`config.mk`:
```
export PLATFORM = sky130hd
export DESIGN_NAME = sa_tile_feeder
export DESIGN_NICKNAME = d
export VERILOG_FILES = /design/src/rtl/sa_pkg.sv /design/src/rtl/sa_tile_bank.sv /design/src/rtl/sa_tile_feeder.sv
export SDC_FILE = /design/constraint.sdc
export NUM_CORES = 1
export LEC_CHECK = 0
export ABC_AREA = 0
export BUFFER_PORTS_ARGS = -buffer_cell sky130_fd_sc_hd__buf_2
export CAP_MARGIN = 10
export CORE_ASPECT_RATIO = 1.1
export CORE_MARGIN = 1
export CORE_UTILIZATION = 65
export CTS_BUF_LIST = sky130_fd_sc_hd__clkbuf_2 sky130_fd_sc_hd__clkbuf_4 sky130_fd_sc_hd__clkbuf_8
export DETAILED_ROUTE_END_ITERATION = 8
export GPL_ROUTABILITY_DRIVEN = 0
export PLACE_DENSITY = 0.95
export REMOVE_ABC_BUFFERS = 1
export SYNTH_ARGS = -nofsm -noshare
export SYNTH_HDL_FRONTEND = slang
export SYNTH_SLANG_ARGS = --single-unit
```
`constraint.sdc`:
```
create_clock -name clk -period 6.23 [get_ports clk]
set_input_delay 0.3115 -clock clk [delete_from_list [all_inputs] [get_ports clk]]
set_output_delay 0.3115 -clock clk [all_outputs]
set_load 0.01 [all_outputs]
```
`src/rtl/sa_pkg.sv`:
```
// rtl/sa_pkg.sv - shared defaults, FSM state type and timing helper for sa_tile_feeder
package sa_pkg;

  localparam int N_DEFAULT          = 4;
  localparam int DATA_WIDTH_DEFAULT = 8;
  localparam int ACC_WIDTH_DEFAULT  = 2 * DATA_WIDTH_DEFAULT + $clog2(N_DEFAULT);

  typedef enum logic [2:0] {
    LOAD,
    CLEAR,
    STREAM,
    DRAIN,
    DONE
  } sa_state_e;

  // Cycle, counted from the first STREAM cycle, at which every accumulator is final:
  // the last operand pair reaches PE[N-1][N-1] at 3N-3, plus the PE pipeline.
  function automatic int done_cycle(input int n, input int pe_lat);
    return 3 * n - 3 + pe_lat;
  endfunction

endpackage

```
`src/rtl/sa_tile_bank.sv`:
```
// rtl/sa_tile_bank.sv - N x N A/B operand storage, written by beat, read per skewed index
module sa_tile_bank #(
  parameter int N          = 4,
  parameter int DATA_WIDTH = 8,
  parameter int IW         = (N > 1) ? $clog2(N) : 1
) (
  input  logic                    clk,
  input  logic                    we_i,
  input  logic [IW-1:0]           wr_k_i,
  input  logic [N*DATA_WIDTH-1:0] wr_a_col_i,
  input  logic [N*DATA_WIDTH-1:0] wr_b_row_i,
  input  logic [N*IW-1:0]         rd_idx_i,
  output logic [N*DATA_WIDTH-1:0] rd_a_o,
  output logic [N*DATA_WIDTH-1:0] rd_b_o
);

  logic [DATA_WIDTH-1:0] a_q [N][N];
  logic [DATA_WIDTH-1:0] b_q [N][N];

  // Beat k carries column k of A and row k of B.
  always_ff @(posedge clk) begin
    if (we_i) begin
      for (int i = 0; i < N; i++) begin
        a_q[i][wr_k_i] <= wr_a_col_i[i*DATA_WIDTH +: DATA_WIDTH];
        b_q[wr_k_i][i] <= wr_b_row_i[i*DATA_WIDTH +: DATA_WIDTH];
      end
    end
  end

  // Lane g reads A[g][idx_g] for the west edge and B[idx_g][g] for the north edge.
  for (genvar g = 0; g < N; g++) begin : g_rd
    assign rd_a_o[g*DATA_WIDTH +: DATA_WIDTH] = a_q[g][rd_idx_i[g*IW +: IW]];
    assign rd_b_o[g*DATA_WIDTH +: DATA_WIDTH] = b_q[rd_idx_i[g*IW +: IW]][g];
  end

endmodule

```
`src/rtl/sa_tile_feeder.sv`:
```
// rtl/sa_tile_feeder.sv - tile buffer and skewed edge driver for an N x N systolic array
// Optional: define SA_FEEDER_DOUBLE_BUF_EN for ping-pong banks with overlapped loading.
module sa_tile_feeder
  import sa_pkg::*;
#(
  parameter int N          = N_DEFAULT,
  parameter int DATA_WIDTH = DATA_WIDTH_DEFAULT,
  parameter int PE_LAT     = 1
) (
  input  logic                    clk,
  input  logic                    rst,
  input  logic                    in_valid,
  output logic                    in_ready,
  input  logic [N*DATA_WIDTH-1:0] in_a_col,
  input  logic [N*DATA_WIDTH-1:0] in_b_row,
  output logic                    arr_clr,
  output logic [N*DATA_WIDTH-1:0] arr_a,
  output logic [N*DATA_WIDTH-1:0] arr_b,
  output logic                    res_valid,
  output logic                    busy
);

  localparam int IW     = (N > 1) ? $clog2(N) : 1;
  localparam int CW     = $clog2(3 * N + PE_LAT);
  localparam int DONE_T = done_cycle(N, PE_LAT);
  localparam int SW     = N * DATA_WIDTH;

  sa_state_e       state_q, state_d;
  logic [IW-1:0]   k_q, k_d;
  logic [CW-1:0]   t_q, t_d;
  logic [SW-1:0]   arr_a_q, arr_a_d, arr_b_q, arr_b_d;
  logic [SW-1:0]   rd_a, rd_b;
  logic [N*IW-1:0] rd_idx;
  logic            accept, last_beat, full_now;

  assign accept    = in_valid && in_ready;
  assign last_beat = accept && (k_q == IW'(N - 1));

`ifdef SA_FEEDER_DOUBLE_BUF_EN
  logic            fill_full_q, fill_full_d, rd_sel_q, rd_sel_d, start_tile;
  logic [SW-1:0]   rd_a_bank [2];
  logic [SW-1:0]   rd_b_bank [2];

  // The fill bank is always the one not being streamed; entering CLEAR hands it over.
  assign in_ready   = !fill_full_q;
  assign full_now   = fill_full_q || last_beat;
  assign start_tile = (state_d == CLEAR) && (state_q != CLEAR);

  // Track fill-bank occupancy and which bank feeds the array.
  always_comb begin
    fill_full_d = fill_full_q;
    rd_sel_d    = rd_sel_q;
    if (last_beat) fill_full_d = 1'b1;
    if (start_tile) begin
      fill_full_d = 1'b0;
      rd_sel_d    = ~rd_sel_q;
    end
  end

  // Bank bookkeeping registers; reset empties both banks.
  always_ff @(posedge clk) begin
    if (rst) begin
      fill_full_q <= 1'b0;
      rd_sel_q    <= 1'b0;
    end else begin
      fill_full_q <= fill_full_d;
      rd_sel_q    <= rd_sel_d;
    end
  end

  for (genvar b = 0; b < 2; b++) begin : g_bank
    sa_tile_bank #(.N(N), .DATA_WIDTH(DATA_WIDTH), .IW(IW)) u_bank (
      .clk        (clk),
      .we_i       (accept && (rd_sel_q != 1'(b))),
      .wr_k_i     (k_q),
      .wr_a_col_i (in_a_col),
      .wr_b_row_i (in_b_row),
      .rd_idx_i   (rd_idx),
      .rd_a_o     (rd_a_bank[b]),
      .rd_b_o     (rd_b_bank[b])
    );
  end

  assign rd_a = rd_a_bank[rd_sel_d];
  assign rd_b = rd_b_bank[rd_sel_d];
`else
  assign in_ready = (state_q == LOAD);
  assign full_now = last_beat;

  sa_tile_bank #(.N(N), .DATA_WIDTH(DATA_WIDTH), .IW(IW)) u_bank (
    .clk        (clk),
    .we_i       (accept),
    .wr_k_i     (k_q),
    .wr_a_col_i (in_a_col),
    .wr_b_row_i (in_b_row),
    .rd_idx_i   (rd_idx),
    .rd_a_o     (rd_a),
    .rd_b_o     (rd_b)
  );
`endif

  // Next-state logic: beat counter in LOAD, tile timeline counter t from STREAM through DONE.
  always_comb begin
    state_d = state_q;
    k_d     = k_q;
    t_d     = t_q;
    if (accept) k_d = last_beat ? '0 : k_q + 1'b1;
    case (state_q)
      LOAD:   if (full_now) state_d = CLEAR;
      CLEAR: begin
        state_d = STREAM;
        t_d     = '0;
      end
      STREAM: begin
        t_d = t_q + 1'b1;
        if (t_q == CW'(2 * N - 2)) state_d = (DONE_T == 2 * N - 1) ? DONE : DRAIN;
      end
      DRAIN: begin
        t_d = t_q + 1'b1;
        if (t_q == CW'(DONE_T - 1)) state_d = DONE;
      end
      DONE:   state_d = full_now ? CLEAR : LOAD;
      default: state_d = LOAD;
    endcase
  end

  // Skew: lane g shows element t-g while 0 <= t-g < N, computed for the upcoming cycle.
  for (genvar g = 0; g < N; g++) begin : g_skew
    logic [CW:0] diff;
    logic        vld;
    assign diff = {1'b0, t_d} - (CW+1)'(g);
    assign vld  = (state_d == STREAM) && ({1'b0, t_d} >= (CW+1)'(g)) && (diff < (CW+1)'(N));
    assign rd_idx[g*IW +: IW] = diff[IW-1:0];
    assign arr_a_d[g*DATA_WIDTH +: DATA_WIDTH] = vld ? rd_a[g*DATA_WIDTH +: DATA_WIDTH] : '0;
    assign arr_b_d[g*DATA_WIDTH +: DATA_WIDTH] = vld ? rd_b[g*DATA_WIDTH +: DATA_WIDTH] : '0;
  end

  // State, counters and registered edge operands.
  always_ff @(posedge clk) begin
    if (rst) begin
      state_q <= LOAD;
      k_q     <= '0;
      t_q     <= '0;
      arr_a_q <= '0;
      arr_b_q <= '0;
    end else begin
      state_q <= state_d;
      k_q     <= k_d;
      t_q     <= t_d;
      arr_a_q <= arr_a_d;
      arr_b_q <= arr_b_d;
    end
  end

  assign arr_clr   = (state_q == CLEAR);
  assign res_valid = (state_q == DONE);
  assign busy      = (state_q != LOAD);
  assign arr_a     = arr_a_q;
  assign arr_b     = arr_b_q;

endmodule

```
# Word level (Yosys, flattened, before mapping)
# Memory sizes are Yosys's and may differ from the RTL's. A register that Yosys moved wholly into a read port is not among the register bits.
# Index checks and enable logic that the tools add are counted.
[op_classes]
n_addsub = 5
magnitude_cmp = 13
eq_ne = 8
muxes = 24
n_bitwise = 9
reduce_logical = 17
[ops]
columns = ["cell", "count"]
rows = [
  ["two-way mux 8 bit", 9],
  ["binary-select mux 8 bit (select 2 bit)", 4],
  ["two-way mux 32 bit", 1],
  ["demux 8 bit (select 2 bit)", 1],
  ["greater-or-equal comparator 3 bit, second input constant", 5],
  ["< comparator 5 x 3 -> 1 bit, second input constant", 3],
  ["NOT 2 -> 3 bit", 5],
  ["one-hot mux 3 bit (5 select lines)", 1],
  ["logical AND 1 bit", 10],
  ["OR reduction 2 bit", 5],
  ["subtractor 4 x 2 -> 5 bit, second input constant", 2],
  ["== test 3 x 2 -> 1 bit, second input constant", 3],
  ["two-way mux 3 bit", 3],
  ["greater-or-equal comparator 4 x 2 -> 1 bit, second input constant", 2],
  ["one-hot mux 4 bit (2 select lines)", 1],
  ["subtractor 4 x 1 -> 5 bit, second input constant", 1],
  ["adder 4 x 1 -> 4 bit, second input constant", 1],
  ["== test 4 x 3 -> 1 bit, second input constant", 1],
  ["== test 4 bit, second input constant", 1],
  ["greater-or-equal comparator 4 x 1 -> 1 bit, second input constant", 1],
  ["< comparator 4 x 3 -> 1 bit, second input constant", 1],
  ["NOT 1 bit", 4],
  ["== test 3 x 1 -> 1 bit, second input constant", 1],
  ["== test 3 bit, second input constant", 1],
  ["7 further kinds", 9],
]
[word_totals]
reg_bits = 41
ram_bits = 256
input_bits = 67
output_inout_bits = 68
word_cells = 85
memories = 2
[mem_list]
columns = ["memory", "words", "width", "read_ports", "rd_clocked_by_memory_dff", "write_ports", "line", "source"]
rows = [
  ["u_bank.a_q", 4, 32, 4, 0, 4, "sa_tile_bank.sv:17", "logic [DATA_WIDTH-1:0] a_q [N][N];"],
  ["u_bank.b_q", 4, 32, 4, 4, 1, "sa_tile_bank.sv:18", "logic [DATA_WIDTH-1:0] b_q [N][N];"],
]

# Longest topological paths before layout
# Gate-level depths: netlist of run 1.
[logic_depth]
word_depth = 10
ltp_mapped = 12
depth_no_buf = 9

# Hierarchy
# From an unflattened synthesis of run 1, not the netlist that was laid out.
[hier_totals]
hier_cells = 576
hier_area_um2 = 12057.8
[modules_own_cells]
columns = ["module", "n_inst", "cells_each", "area_each_um2", "seq_area_each_um2"]
rows = [
  ["sa_tile_bank", 1, 340, 9415.3, 7687.4],
  ["sa_tile_feeder", 1, 236, 2642.5, 1461.4],
]

# Worst setup path before layout of run 1
# OpenSTA, ideal clock, no wires.
[synth_timing]
kind = "reg-to-reg"
startpoint = "reg state_q[0]"
endpoint = "mem u_bank.a_q[0][0] (netlist bit) (enable)"
setup_ps = 430
t_arrival_ps = 2637
t_required_ps = 5800
setup_slack_ps = 3163
stages_incl_launch_ff = 4
n_path_buf = 1
period_less_slack_ps = 3067
path_cell_list = "dfxtp_1 -> buf_2 -> nor3_1 -> and3_1"
[synth_lines]
columns = ["element", "line", "source"]
rows = [
  ["start: declaration", "sa_tile_feeder.sv:28", "sa_state_e state_q, state_d;"],
  ["start signal: assignment", "sa_tile_feeder.sv:147", "state_q <= state_d;"],
  ["end: declaration", "sa_tile_bank.sv:17", ""],
]

# Worst setup path after layout of run 1
[layout_timing]
startpoint = "reg t_q[0]"
endpoint = "reg arr_a_q[23] (netlist: arr_a[23])"
[layout_between]
word_cells_on_any_way = 19
classes_between = "add/sub (2); order compare (2); eq/ne (3); mux (7); bitwise (2); reduce/logical (3)"
[layout_lines]
columns = ["element", "line", "source"]
rows = [
  ["start: declaration", "sa_tile_feeder.sv:30", "logic [CW-1:0] t_q, t_d;"],
  ["start signal: assignment", "sa_tile_feeder.sv:149", "t_q <= t_d;"],
  ["adder 4 x 1 -> 4 bit (*)", "sa_tile_feeder.sv:115, sa_tile_feeder.sv:119", ""],
  ["one-hot mux 4 bit (2 select lines) (*)", "sa_tile_feeder.sv:108", "case (state_q)"],
  ["named net g_skew[0].diff[1]", "sa_tile_feeder.sv:129", "logic [CW:0] diff;"],
  ["subtractor 4 x 2 -> 5 bit / greater-or-equal comparator 4 x 2 -> 1 bit (equally long branches)", "sa_tile_feeder.sv:131, sa_tile_feeder.sv:132", ""],
  ["< comparator 5 x 3 -> 1 bit, or another cell as far along", "sa_tile_feeder.sv:132", "assign vld = (state_d == STREAM) && ({1'b0, t_d} >= (CW+1)'(g)) && (diff < (CW+1)'(N));"],
  ["logical AND 1 bit / binary-select mux 8 bit (select 2 bit) (equally long branches)", "sa_tile_feeder.sv:132, sa_tile_bank.sv:32", ""],
  ["NOT 1 bit (no line) / two-way mux 8 bit (equally long branches)", "--", ""],
  ["OR reduction 2 bit (no line) / two-way mux 8 bit (equally long branches)", "--", ""],
  ["end signal: assignment", "sa_tile_feeder.sv:150", "arr_a_q <= arr_a_d;"],
  ["end: declaration", "sa_tile_feeder.sv:31", "logic [SW-1:0] arr_a_q, arr_a_d, arr_b_q, arr_b_d;"],
]
# The timed path passes the listed nets; every way through them passes the cells marked *. The select of a mux whose other input is x is not followed.
# A chain may end at the register's enable or synchronous reset.

==> results.py, run 1 <==
metrics = {
    "cells_and_area": {
        "areaGrowthSynthToFinish_pct": 21.64,
        "final_util_pct": 80.74,
        "finish.net_count": 876,
        "layout_cells_sized_above_1_pct": 35.37,
        "fillCellCount": 866,
        "post-route-cell-area_um2": 14320,
        "sequential_cell_area_um2": 9149,
        "area_of_the_multi_input_gates_um2": 2485,
    },
    "drt": {
        "detailedRoute.firstIterationViolations": 489,
        "post_dr_wirelength_cell_um": 21.60,
        "post-route-drc-count": 0,
        "dr.pass1.iters": 8,
        "postRouteAntennaNets": 0,
        "num_vias": 6083,
        "via_per_inst": 5.669,
        "routed_wirelength_um": 23180,
    },
    "placement": {
        "place.port_buffers": 134,
        "place.detailed.hpwl_um": 12430,
        "place_area_um2": 12680,
        "place_ws_ns": 2.626,
    },
    "timing": {
        "fin_ws_ns": 2.483,
        "hold_viol": 0,
        "slew_headroom_pct": 31.28,
        "worstMarginPinSlew_ns": 1.031,
        "final_min_period_over_clock_period_pct": 60.15,
        "grt_setup_unrepaired": "false",
        "fmaxAchievable_ghz": 0.2669,
        "hold_ws_ns": 0.02870,
        "setup_viol": 0,
        "final_period_minus_worst_setup_slack_ns": 3.747,
        "fin_clk_skew_ns": 0.03010,
        "sum_neg_setup_slack_ns": 0,
        "maxSlewViolCount": 0,
    },
    "clock_network": {
        "cts.repair_timing.setup_buffer_count": 0,
        "post_cts_resized": 0,
        "cts.sinks": 329,
        "clock_tree_from_tritoncts": "built",
        "ctsLongestPathBuffers": 3,
        "root_buffer_master": "sky130_fd_sc_hd__clkbuf_8",
        "cts.clk_slew.worst_paths_ns": 0.06,
        "cts_buffers": 48,
        "clock_latency_ns": 0.56,
        "htree_num_levels": 2,
        "cts_hold_buffers": 63,
    },
    "outcome": {
        "status": "complete, no violations",
    },
    "yosys": {
        "post_synth_main_area_contributors": "sky130_fd_sc_hd__edfxtp_1 (65%), sky130_fd_sc_hd__dfxtp_1 (12%), sky130_fd_sc_hd__mux4_2 (12%)",
        "synth.cells.most_frequent": "sky130_fd_sc_hd__edfxtp_1 (256), sky130_fd_sc_hd__dfxtp_1 (73), sky130_fd_sc_hd__mux4_2 (64)",
        "edff_count_synth": 256,
        "yosys.area.top_type": "sky130_fd_sc_hd__edfxtp_1",
        "synth_top_family_by_area": "multiplexers",
        "synth-adder-area-share_pct": 1.488,
        "muxShareOfSynthArea_pct": 12.24,
        "ys_warn_count": 0,
        "synth_cell_type_count": 39,
        "synth_top_cell_area_share_pct": 65.29,
        "syn-cell-area_um2": 11780,
        "post-synth-top-count-cell": "sky130_fd_sc_hd__edfxtp_1",
        "syn-instance-count": 567,
        "synth_sequential_area_ratio_pct": 77.70,
        "synth_simple_gate_area_share_pct": 5.228,
        "synthArstFlopShare_pct": 0,
        "synth_ff_type": "sky130_fd_sc_hd__edfxtp_1",
        "synth-seq-cells": 329,
        "post_synth_xor_area_fraction_pct": 0.2231,
        "synth_compound_gate_area_share_pct": 1.743,
        "syn-mean-instance-area_um2": 20.77,
    },
    "worst_setup_path": {
        "r2r-end": "arr_a[23]$_SDFF_PP0_",
        "critical-path-max-stage-delay_ns": 0.90,
        "crit_chain": "inv_1 > ha_1 > o22a_2 > inv_1 > ha_1 > nand3b_1 > a311oi_2 > and2_1",
        "setup.worst_path.end_class": "flip-flop",
        "r2r_setup_slack_ns": 2.48,
        "cp_data_required_time_ns": 6.70,
        "timing.critical_path.buf_inv": 2,
        "critical_path_peak_fanout": 39,
        "crit_slowest_cell": "sky130_fd_sc_hd__a311oi_2",
        "timing.reg2reg.worst_path_depth": 8,
        "criticalPathCategory": "flip-flop to flip-flop",
        "worstSetupStartpointType": "flip-flop",
        "crit_path_dat_ns": 4.22,
        "rr_startpoint": "t_q[0]$_SDFF_PP0_",
        "crit_family": "compound AO/OA/AOI/OAI gates",
    },
    "hold_path": {
        "worstHoldEndpoint": "u_bank.b_q[0][27]$_DFFE_PP_",
        "type_of_the_most_critical_hold_path": "input port to flip-flop",
        "timing.hold.worst_path_depth": 1,
        "hp-start": "in_b_row[3]",
    },
    "floorplanning": {
        "die_h_um": 143.2,
        "dieWidth_um": 130.3,
        "die_area_um2": 18660,
        "initial_utilization_pct": 66.38,
        "standard_cell_row_count": 51,
        "core_region_area_um2": 17740,
        "i_o_pin_count": 135,
    },
    "power_and_ir_drop": {
        "vdd.ir_drop.worst_mv": 0.2206,
        "leakagePower_nw": 5.265,
        "power_density_nw_per_um2": 305.3,
    },
    "grt": {
        "first_global_vias": 6343,
        "grt_max_degree": 66,
        "grt.overflow.total": 0,
        "initial_antenna_violation_count": 1,
        "grt_pass1_wl_um": 34820,
        "track_usage_pct": 25.83,
    },
    "job": {
        "drv_cap": 0,
    },
}
==> worst max path at each step <==
stage | startpoint | endpoint | slack (ns) | cells after the start
global route | t_q[0]$_SDFF_PP0_ | arr_a[23]$_SDFF_PP0_ | 2.29 | 8
finish | t_q[0]$_SDFF_PP0_ | arr_a[23]$_SDFF_PP0_ | 2.48 | 8
detailed placement | t_q[0]$_SDFF_PP0_ | arr_a[22]$_SDFF_PP0_ | 2.63 | 8
floorplan | t_q[0]$_SDFF_PP0_ | arr_a[10]$_SDFF_PP0_ | 2.31 | 7
CTS | t_q[0]$_SDFF_PP0_ | arr_a[22]$_SDFF_PP0_ | 2.61 | 8
global placement | t_q[0]$_SDFF_PP0_ | arr_b[16]$_SDFF_PP0_ | 2.84 | 6
==> cell usage in the layout, fill, tap and decap left out, drive strengths merged, types with 14 or more instances in the layout <==
master and instances:
and2 34, buf 139, clkbuf 72, clkinv 14, dfxtp 73, dlygate4sd3 63
edfxtp 256, ha 14, mux4 64, nor2b 17, nor3b 17
==> cell type report <==
cell class / count / area share, %
clock buffer: 72 / 6.307
inverter: 11 / 0.3057
sequential: 329 / 63.87
timing repair buffer: 202 / 9.347
clock inverter: 17 / 0.7250
multi-input combinational: 203 / 17.35
antenna: 1 / 0.01747
tap: 238 / 2.079
==> layer usage <==
layer,vias to the layer above,track usage (%),share of wire [%],wire [um]
met2,251,44.29,53,12280
li1,2717,-,-,-
met5,-,0,0,0
met1,3061,32.81,40,9203
met4,0,10.22,2.8,652
met3,54,4.796,4.5,1041
==> through the flow <==
stage	total power, W	instances
4_1_cts	0.004375	1072
5_1_grt	0.004497	1073
3_5_place_dp	0.002639	920
2_1_floorplan	0.002569	543
3_3_place_gp	0.002620	920
6_report	0.004373	1073
==> sequential cells by signal (all words and copies together), names as in the netlist <==
name	cells
u_bank.b_q	128
arr_b	32
state_q	3
arr_a	32
t_q	4
u_bank.a_q	128
k_q	2
==> report_power, final <==
| group | total (W) | internal [W] | switching, W |
|---|---|---|---|
| clock network | 0.00175 | 0.000970 | 0.000776 |
| logic | 0.000164 | 0.0000774 | 0.0000867 |
| registers | 0.00246 | 0.00244 | 0.0000200 |
==> kinds of logic (layout without fill, tap and decap cells) <==
family,after synthesis,in the layout
adder cells (fa/ha/maj),14,14
AND/OR/NAND/NOR,100,100
flip-flops,329,329
other,0,1
buffers and inverters,35,302
multiplexers,64,64
AO/OA/AOI/OAI,22,22
XOR/XNOR,3,3
(Power assumes the default switching activity.)
==> run 2, diff against run 1 <==
--- a/config.mk
+++ b/config.mk
@@ -10,11 +10,11 @@
 export CAP_MARGIN = 10
 export CORE_ASPECT_RATIO = 1.1
 export CORE_MARGIN = 1
-export CORE_UTILIZATION = 65
+export CORE_UTILIZATION = 60
 export CTS_BUF_LIST = sky130_fd_sc_hd__clkbuf_2 sky130_fd_sc_hd__clkbuf_4 sky130_fd_sc_hd__clkbuf_8
 export DETAILED_ROUTE_END_ITERATION = 8
 export GPL_ROUTABILITY_DRIVEN = 0
-export PLACE_DENSITY = 0.95
+export PLACE_DENSITY = 0.94
 export REMOVE_ABC_BUFFERS = 1
 export SYNTH_ARGS = -nofsm -noshare
 export SYNTH_HDL_FRONTEND = slang
==> constraint.sdc (replaced) <==
create_clock -name clk -period 3.7 [get_ports clk]
set_input_delay 0.185 -clock clk [delete_from_list [all_inputs] [get_ports clk]]
set_output_delay 0.185 -clock clk [all_outputs]
set_load 0.01 [all_outputs]
==> results.py, run 2 (synthesis gave the netlist of run 1 again) <==
metrics = {
    "clock_network": {
        "ctsLongestPathBuffers": 3,
        "cts_buffers": 48,
        "htree_num_levels": 2,
        "clock_latency_ns": 0.55,
        "cts.clk_slew.worst_paths_ns": 0.06,
        "cts.repair_timing.setup_buffer_count": 0,
        "root_buffer_master": "sky130_fd_sc_hd__clkbuf_8",
        "cts.sinks": 329,
        "post_cts_resized": 0,
        "cts_hold_buffers": 65,
        "clock_tree_from_tritoncts": "built",
    },
    "worst_setup_path": {
        "crit_chain": "nor2b_1 > o22ai_4 > ha_1 > buf_4 > mux4_2 > nor3b_1",
        "criticalPathCategory": "flip-flop to flip-flop",
        "crit_family": "simple AND/OR/NAND/NOR gates",
        "crit_slowest_cell": "sky130_fd_sc_hd__nor2b_1",
        "critical_path_peak_fanout": 32,
        "crit_path_dat_ns": 3.31,
        "critical-path-max-stage-delay_ns": 0.63,
        "timing.critical_path.buf_inv": 1,
        "cp_data_required_time_ns": 4.13,
        "worstSetupStartpointType": "flip-flop",
        "setup.worst_path.end_class": "flip-flop",
    },
    "power_and_ir_drop": {
        "power_switching_w": 0.001476,
        "swShare_pct": 20.03,
        "leakagePower_nw": 5.295,
        "power_report.internal_total_w": 0.005894,
        "vdd.ir_drop.worst_mv": 0.3624,
        "seq_power_share_pct": 56.2,
        "power_density_nw_per_um2": 512.8,
        "share_clk_of_total_power_pct": 40.0,
        "power.share.combinational_pct": 3.8,
    },
    "drt": {
        "post_dr_wirelength_cell_um": 21.16,
        "routed_wirelength_um": 22940,
        "num_vias": 6123,
        "post-route-drc-count": 0,
        "detailedRoute.firstIterationViolations": 425,
        "dr.pass1.iters": 5,
        "via_per_inst": 5.649,
        "postRouteAntennaNets": 0,
    },
    "timing": {
        "final_min_period_over_clock_period_pct": 77.95,
        "setup_viol": 0,
        "final_period_minus_worst_setup_slack_ns": 2.884,
        "hold_viol": 0,
        "fin_clk_skew_ns": 0.01552,
        "worstMarginPinSlew_ns": 1.023,
        "maxSlewViolCount": 0,
        "grt_setup_unrepaired": "false",
        "fmaxAchievable_ghz": 0.3467,
        "slew_headroom_pct": 31.80,
    },
    "cells_and_area": {
        "post-route-cell-area_um2": 14370,
        "layout_cells_sized_above_1_pct": 35.60,
        "final_util_pct": 74.99,
        "layout_commonest_cell": "sky130_fd_sc_hd__edfxtp_1",
        "areaGrowthSynthToFinish_pct": 22.05,
        "top_regs": "u_bank.a_q (128), u_bank.b_q (128)",
        "most_frequent_cells_in_the_layout": "sky130_fd_sc_hd__edfxtp_1 (256), sky130_fd_sc_hd__buf_2 (134), sky130_fd_sc_hd__dfxtp_1 (73)",
        "fillCellCount": 1061,
        "antenna_cells_inserted": 0,
        "finish.net_count": 881,
        "final_cell_count_no_fill": 1084,
    },
    "grt": {
        "initial_antenna_violation_count": 0,
        "grt_max_degree": 66,
        "first_global_vias": 6642,
        "grt_pass1_wl_um": 35820,
        "grt.overflow.total": 0,
        "track_usage_pct": 24.00,
    },
    "job": {
        "drv_cap": 0,
    },
    "floorplanning": {
        "dieWidth_um": 135.6,
        "die_h_um": 148.9,
        "i_o_pin_count": 135,
        "core_region_area_um2": 19160,
        "initial_utilization_pct": 61.44,
        "standard_cell_row_count": 53,
        "die_area_um2": 20190,
    },
    "placement": {
        "place.port_buffers": 134,
        "place_area_um2": 12720,
        "place.detailed.hpwl_um": 12640,
        "numPlacedInstances": 932,
    },
    "outcome": {
        "status": "complete, no violations",
    },
    "hold_path": {
        "type_of_the_most_critical_hold_path": "input port to flip-flop",
    },
}
## run 2: changes by cell type in the layout (fill, tap and decap cells not counted)
cell and delta:
sky130_fd_sc_hd__diode_2 -1, sky130_fd_sc_hd__clkinv_2 +1, sky130_fd_sc_hd__dlygate4sd3_1 +2, sky130_fd_sc_hd__buf_4 +3, sky130_fd_sc_hd__clkinvlp_4 -2, sky130_fd_sc_hd__clkinv_1 -2, sky130_fd_sc_hd__clkbuf_8 +1
## run 2: layout make-up
type | instances | area [um^2] | share of cell area (%)
Inverter | 11 | 43.79 | 0.3047
Sequential cell | 329 | 9149 | 63.66
Tap cell | 247 | 309.0 | 2.150
Timing Repair Buffer | 207 | 1381 | 9.612
Clock inverter | 14 | 86.33 | 0.6007
Clock buffer | 73 | 917.1 | 6.382
Multi-Input combinational cell | 203 | 2485 | 17.29
## run 2: per-layer routing
metal	vias to the layer above	track usage [%]	part of all wire, %
met3	57	4.519	5.5
met4	0	10.51	2.9
met5	-	0	0
met2	242	40.46	53
met1	3111	30.52	39
li1	2713	-	-
## run 2: worst paths after layout
path | depth (start not counted) | from | end | slack (ns)
setup reg to reg | 6 | state_q[1]$_SDFF_PP0_ | arr_a[12]$_SDFF_PP0_ | 0.82
hold / removal | 4 | in_valid | k_q[0]$_SDFFE_PP0P_ | 0.23
setup / recovery | 6 | state_q[1]$_SDFF_PP0_ | arr_a[12]$_SDFF_PP0_ | 0.82
hold reg to reg | 2 | state_q[0]$_SDFF_PP0_ | state_q[2]$_SDFF_PP0_ | 0.62
## run 2: per-stage QoR
stage	setup TNS [ns]	setup slack, ns	power (W)	hold slack [ns]
detailed placement	0	0.8456	0.004445	0.4024
finish	0	0.8158	0.007370	0.2300
CTS	0	0.8204	0.007402	0.1955
global placement	0	1.099	0.004412	0.3943
floorplan	-5.998	-0.2191	0.004326	0.2574
global route	0	0.5947	0.007595	0.2459
## run 2: worst reg2reg max path, stage by stage, from the launching register on
cell                      delay [ns]
sky130_fd_sc_hd__dfxtp_1        0.51
sky130_fd_sc_hd__nor2b_1        0.63
sky130_fd_sc_hd__o22ai_4        0.29
sky130_fd_sc_hd__ha_1           0.37
sky130_fd_sc_hd__buf_4          0.42
sky130_fd_sc_hd__mux4_2         0.39
sky130_fd_sc_hd__nor3b_1        0.15
## run 2: power by group through the flow
| stage | clock (W) | combinational, W | sequential [W] |
|---|---|---|---|
| 6_report | 0.00295 | 0.000280 | 0.00414 |
| 5_1_grt | 0.00314 | 0.000303 | 0.00415 |
| 4_1_cts | 0.00298 | 0.000281 | 0.00414 |
| 3_5_place_dp | 0 | 0.000224 | 0.00422 |
| 3_3_place_gp | 0 | 0.000205 | 0.00421 |
| 2_1_floorplan | 0 | 0.000114 | 0.00421 |
